$ cat src/rtl/jk_reg_bank.sv
// Bank of independent JK flip-flops with load/shift/hold modes, a change flag
// and a saturating toggle-event counter; active clock edge is selectable.
module jk_reg_bank #(
  parameter int              WIDTH    = 8,
  parameter logic [WIDTH-1:0] RST_VAL = '0,
  parameter bit              NEG_EDGE = 1'b1,
  parameter int              CNT_W    = 16
) (
  input  logic             clk,
  input  logic             clr_n,
  input  logic             en,
  input  logic [1:0]       mode,
  input  logic [WIDTH-1:0] j,
  input  logic [WIDTH-1:0] k,
  input  logic [WIDTH-1:0] d,
  input  logic             ser_in,
  input  logic             cnt_clr,
  output logic [WIDTH-1:0] q,
  output logic [WIDTH-1:0] q_n,
  output logic             ser_out,
  output logic             changed,
  output logic [CNT_W-1:0] toggle_cnt
);

  localparam logic [1:0] MODE_JK    = 2'd0;
  localparam logic [1:0] MODE_LOAD  = 2'd1;
  localparam logic [1:0] MODE_SHIFT = 2'd2;

  logic [WIDTH-1:0] q_nxt;
  logic [WIDTH:0]   shift_ext;
  logic [CNT_W-1:0] cnt_nxt;
  logic             changed_nxt;
  logic             toggle_evt;

  // Widening by one bit keeps the shift expression legal when WIDTH is 1.
  assign shift_ext = {q, ser_in};
  assign toggle_evt = en && (mode == MODE_JK) && (|(j & k));

  always_comb begin
    q_nxt       = q;
    cnt_nxt     = toggle_cnt;
    changed_nxt = 1'b0;
    if (en) begin
      case (mode)
        MODE_JK:    q_nxt = (j & ~q) | (~k & q);
        MODE_LOAD:  q_nxt = d;
        MODE_SHIFT: q_nxt = shift_ext[WIDTH-1:0];
        default:    q_nxt = q;
      endcase
      changed_nxt = (q_nxt != q);
      if (cnt_clr)
        cnt_nxt = '0;
      else if (toggle_evt && (toggle_cnt != {CNT_W{1'b1}}))
        cnt_nxt = toggle_cnt + CNT_W'(1);
    end
  end

  generate
    if (NEG_EDGE) begin : g_neg
      always_ff @(negedge clk or negedge clr_n) begin
        if (!clr_n) begin
          q          <= RST_VAL;
          changed    <= 1'b0;
          toggle_cnt <= '0;
        end else begin
          q          <= q_nxt;
          changed    <= changed_nxt;
          toggle_cnt <= cnt_nxt;
        end
      end
    end else begin : g_pos
      always_ff @(posedge clk or negedge clr_n) begin
        if (!clr_n) begin
          q          <= RST_VAL;
          changed    <= 1'b0;
          toggle_cnt <= '0;
        end else begin
          q          <= q_nxt;
          changed    <= changed_nxt;
          toggle_cnt <= cnt_nxt;
        end
      end
    end
  endgenerate

  assign q_n     = ~q;
  assign ser_out = q[WIDTH-1];

endmodule

$ cat config.mk
export PLATFORM = sky130hd
export DESIGN_NAME = jk_reg_bank
export DESIGN_NICKNAME = d
export VERILOG_FILES = /design/src/rtl/jk_reg_bank.sv
export SDC_FILE = /design/constraint.sdc
export NUM_CORES = 1
export LEC_CHECK = 0
export ABC_AREA = 1
export CORE_UTILIZATION = 45
export DETAILED_ROUTE_END_ITERATION = 10
export GPL_TIMING_DRIVEN = 0
export PLACE_DENSITY = 0.82
export RECOVER_POWER = 100
export SETUP_SLACK_MARGIN = 0.05
export SLEW_MARGIN = 20
export SYNTH_ARGS = -nofsm -noshare
export SYNTH_HDL_FRONTEND = slang
export SYNTH_SLANG_ARGS = --single-unit
$ cat constraint.sdc
create_clock -name clk -period 2 [get_ports clk]
set_input_delay 0.2 -clock clk [delete_from_list [all_inputs] [get_ports clk]]
set_output_delay 0.2 -clock clk [all_outputs]
set_load 0.1 [all_outputs]
==> flow_metrics.py, run 1 <==
metrics = {
    "synth": {
        "synth_cells": 299,
        "yosysWarnings": 0,
        "yosysUniqueCellTypes": 28,
        "syn_nets": 331,
        "syn_area_um2": 1990,
        "synth_area_per_cell_um2": 6.64,
        "synth_seq_cells": 25,
        "yosysSeqAreaShare_pct": 31.5,
    },
    "clocking": {
        "cts_sinks": 25,
        "htree_levels": 1,
        "cts_made_buffers": 3,
        "clockRootBuffer": "clkbuf_8",
        "clockBufferDepth": 2,
    },
    "outcome": {
        "first-error": "[ERROR DPL-0038] Utilization greater than 100%, impossible to legalize",
        "status": "did not finish",
        "stop_stage": "global routing",
    },
    "placed_design": {
        "gp_congestion": 0.899,
        "io_buffers": 64,
        "place_hpwl_um": 3780,
    },
    "timing": {
        "worst_endpoint": "q_n[7]",
        "worstEndpointType": "output port",
    },
    "floorplanning": {
        "start_util_pct": 48.3,
        "die_h_um": 68.4,
        "ioPinCount": 65,
        "die_w_um": 68.4,
        "num_rows": 23,
    },
    "global_route": {
        "grt_max_degree": 26,
    },
}
-- through the flow --
step / instances / hold slack [ns] / TNS (ns) / cell area, µm² / setup WS [ns]
after floorplan: 299 / 0.796 / -20.74 / 2010 / -0.935
after global placement: 413 / 0.507 / -62.61 / 2710 / -1.18
after detailed placement: 413 / 0.514 / -50.87 / 2710 / -1.15
after CTS: 471 / 0.542 / -7.37 / 3670 / -0.276
-- cell usage after synthesis, drive strengths merged --
| master | instances | area share (%) |
|---|---|---|
| a21oi | 1 | 0.25 |
| and3 | 1 | 0.32 |
| buf | 7 | 3.7 |
| clkinv | 1 | 0.19 |
| dfrtn | 25 | 32 |
| ha | 1 | 0.63 |
| inv | 41 | 7.8 |
| nand2 | 117 | 24 |
| nand3 | 28 | 7.6 |
| nand4 | 5 | 1.6 |
| nor2 | 25 | 5.0 |
| nor3 | 3 | 0.76 |
| o211ai | 1 | 0.38 |
| o21ai | 17 | 7.1 |
| o21bai | 1 | 0.38 |
| o22ai | 8 | 2.5 |
| or2 | 7 | 2.2 |
| xor2 | 10 | 4.4 |
-- cell families after synthesis --
logic type | after synthesis | synth area share [%]
AND/OR/NAND/NOR | 186 | 41.1
XOR/XNOR | 10 | 4.41
flip-flops | 25 | 31.5
AO/OA/AOI/OAI | 28 | 10.6
adder cells (fa/ha/maj) | 1 | 0.630
buffers and inverters | 49 | 11.7
-- repair_timing --
item	CTS
gates resized for setup	449
pin swaps	54
hold buffers	0
setup buffers	49
cloned	6
endpoints found under the setup margin	59
==> run 2: changes to the inputs <==
CORE_UTILIZATION = 30   (was 45)
PLACE_DENSITY = not set   (was 0.82)
PLACE_DENSITY_LB_ADDON = 0.15   (was not set)
SETUP_SLACK_MARGIN = not set   (was 0.05)
==> flow_metrics.py, run 2 <==
metrics = {
    "floorplanning": {
        "die_area_um2": 6950,
        "die_h_um": 83.4,
        "start_util_pct": 31.1,
        "die_w_um": 83.4,
        "num_rows": 29,
        "coreArea_um2": 6390,
        "ioPinCount": 65,
    },
    "synth": {
        "syn_area_um2": 1990,
        "synthSimpleGateAreaFrac_pct": 41.1,
        "synth_cells": 299,
        "yosysUniqueCellTypes": 28,
        "ys_top_cells_by_count": "nand2_1 (106), inv_1 (39), nand3_1 (26), dfrtn_1 (25), nor2_1 (23)",
        "synthDominantCellAreaShare_pct": 31.5,
        "syn_nets": 331,
        "ys.flop_type": "dfrtn_1",
        "synth_mux_area_share_pct": 0,
        "synth_area_per_cell_um2": 6.64,
        "synth_most_common_cell": "nand2_1",
        "yosysSeqAreaShare_pct": 31.5,
        "synth.area.top_cells": "dfrtn_1 (32%), nand2_1 (20%), inv_1 (7.4%), o21ai_2 (6.6%), nand3_1 (6.6%)",
        "yosysWarnings": 0,
        "synth_compound_area_share_pct": 10.6,
        "synth_edf_count": 0,
        "yosys.area.top_type": "dfrtn_1",
        "synth_seq_cells": 25,
        "synthAdderAreaFrac_pct": 0.630,
        "synthArstFlopShare_pct": 100,
        "synthXorXnorAreaFrac_pct": 4.41,
        "synth_top_family_by_area": "simple AND/OR/NAND/NOR gates",
    },
    "critical_path": {
        "critPathMaxFanout": 4,
        "critPathLaunchType": "flop",
        "worstSetupPathType": "flop to primary output",
        "required_ns": 1.80,
        "r2r_cells": 13,
        "cp-end-kind": "primary output",
        "cp.arrival_ns": 2.12,
    },
    "clocking": {
        "cts_sinks": 25,
        "cts_tree": "built",
        "cts_made_buffers": 3,
        "clkLatencyLatePin_ns": 0.28,
        "htree_levels": 1,
        "hold_buffers": 0,
        "clockRootBuffer": "clkbuf_8",
        "path_clk_slew_ns": 0.06,
        "clockBufferDepth": 2,
    },
    "pwr": {
        "p_clk_share_pct": 12.0,
        "p_sw_share_pct": 46.6,
        "vdd_drop_max_uv": 395,
        "total_power_mw": 2.61,
        "power_frac_comb_pct": 64.2,
        "power_switching_mw": 1.21,
        "power_density_nw_per_um2": 651,
        "intPower_mw": 1.39,
        "power_leakage_nw": 1.99,
        "seq_power_share_pct": 23.8,
    },
    "detailed_routing": {
        "drc_errors": 0,
        "vias": 2476,
        "via_per_inst": 4.81,
        "ant_nets": 0,
        "detail_route.iter0.violations": 99,
        "routedWlPerCell_um": 14.0,
        "dr.pass1.iters": 4,
        "routed_wl_um": 7230,
    },
    "finish": {
        "largestRegisters": "toggle_cnt (16), q (8), changed (1)",
        "final_common_cell": "nand2_1",
        "largest_reg_flops": 16,
        "top_register": "toggle_cnt",
        "drive_above_1_share_pct": 52.1,
        "layout_common_cells": "nand2_1 (83), buf_4 (59), buf_12 (40)",
        "syn_to_final_growth_pct": 101,
        "finalNonFillerCells": 515,
        "final_nets": 471,
        "fill_cells": 536,
        "antennaDiodeCount": 0,
        "stdcell_area_um2": 4000,
    },
    "global_route": {
        "antenna_found_initial": 0,
        "grt_pass1_vias": 2542,
        "gr-usage-met3_pct": 2.49,
        "grt.total_usage_pct": 19.9,
        "busiest_layer": "met2",
        "grt_max_degree": 26,
        "met2_usage_pct": 37.8,
        "grt.overflow.total": 0,
        "gr-usage-met1_pct": 22.9,
        "grt_pass1_wl_um": 11300,
    },
    "timing": {
        "timing.final.ws_setup_ns": -0.322,
        "finalHoldViolations": 0,
        "tns_ns": -6.81,
        "setup_viol": 41,
        "worstMarginPinSlew_ns": 0.664,
        "slew_headroom_pct": 55.7,
        "rsz0062_at_grt": "yes",
        "slew_violations": 0,
        "skew_ns": 0.00279,
    },
    "worst_hold_path": {
        "whs_path_depth": 2,
        "hold_path_class": "flop to flop",
    },
    "placed_design": {
        "dpl_cell_area_um2": 2720,
        "gp_congestion": 0.820,
        "dpl_worst_slack_ns": -1.15,
        "place_hpwl_um": 4130,
        "io_buffers": 64,
        "place_inst": 440,
    },
    "flow_run": {
        "cap_violations": 0,
    },
    "outcome": {
        "violations": "setup timing",
        "status": "finished with violations",
    },
}
## run 2: cell counts after synthesis
No cell type changed its count.
## run 2: final timing paths
path | start | end | slack, ns
max | q[2] | q[2] | -0.32
min | q[0] | q[0] | 0.60
max reg2reg | toggle_cnt[0] | toggle_cnt[7] | 0.14
min reg2reg | q[0] | q[0] | 0.60
max in group asynchronous | clr_n | toggle_cnt[3] | 0.72
min in group asynchronous | clr_n | toggle_cnt[9] | 0.82
## run 2: through the flow
step | hold slack (ns) | util [%]
after floorplan | 0.796 | -
after global placement | 0.516 | 42.7
after detailed placement | 0.516 | 42.6
after CTS | 0.599 | 58.6
after global routing | 0.643 | 62.6
final | 0.604 | 62.6
## run 2: final cells by class
type | count | area, µm² | share of cell area, %
plain buffers | 7 | 101 | 2.53
clock buffers | 4 | 45.0 | 1.13
inverters | 42 | 163 | 4.07
multi-input cells | 225 | 1360 | 34.0
flip-flops and latches | 25 | 626 | 15.6
well taps | 77 | 96.3 | 2.41
repair buffers | 135 | 1610 | 40.2
## run 2: cell families (layout without fill, tap and decap cells)
family	count (synthesis)	after routing
AO/OA/AOI/OAI	28	28
XOR/XNOR	10	10
adder cells (fa/ha/maj)	1	1
buffers and inverters	49	188
flip-flops	25	25
AND/OR/NAND/NOR	186	186
## run 2: power groups by stage
stage | logic, mW | clock network, mW | registers [mW]
after floorplan | 0.482 | 0 | 0.940
after global placement | 1.08 | 0 | 0.632
after detailed placement | 1.08 | 0 | 0.633
after CTS | 1.53 | 0.322 | 0.613
after global routing | 1.74 | 0.337 | 0.626
final | 1.67 | 0.313 | 0.620
## run 2: worst max-delay path: stages, from the launching register on
cell and delay [ns]:
dfrtn_1 0.53, buf_6 0.14, buf_12 0.16
## run 2: per-layer routing
layer  wire length (µm)  vias to the layer above
met2               3810                      101
met1               2810                     1140
li1                   -                     1218
met5                  0                        -
met4                202                        0
met3                402                       17
## run 2: timing repair
| action | in CTS | in global routing |
|---|---|---|
| setup buffers | 55 | 18 |
| resized for setup | 447 | 65 |
| pin swaps | 59 | 42 |
| setup endpoints to repair | 59 | 57 |
| gates cloned | 5 | 0 |
No activity file was read; power rests on OpenSTA's default activity.
==> run 3: changes to the inputs <==
CTS_CLUSTER_SIZE = 8   (was not set)
==> results of run 3 <==
No change in the layout: final DEF, timing and power equal those of run 2.
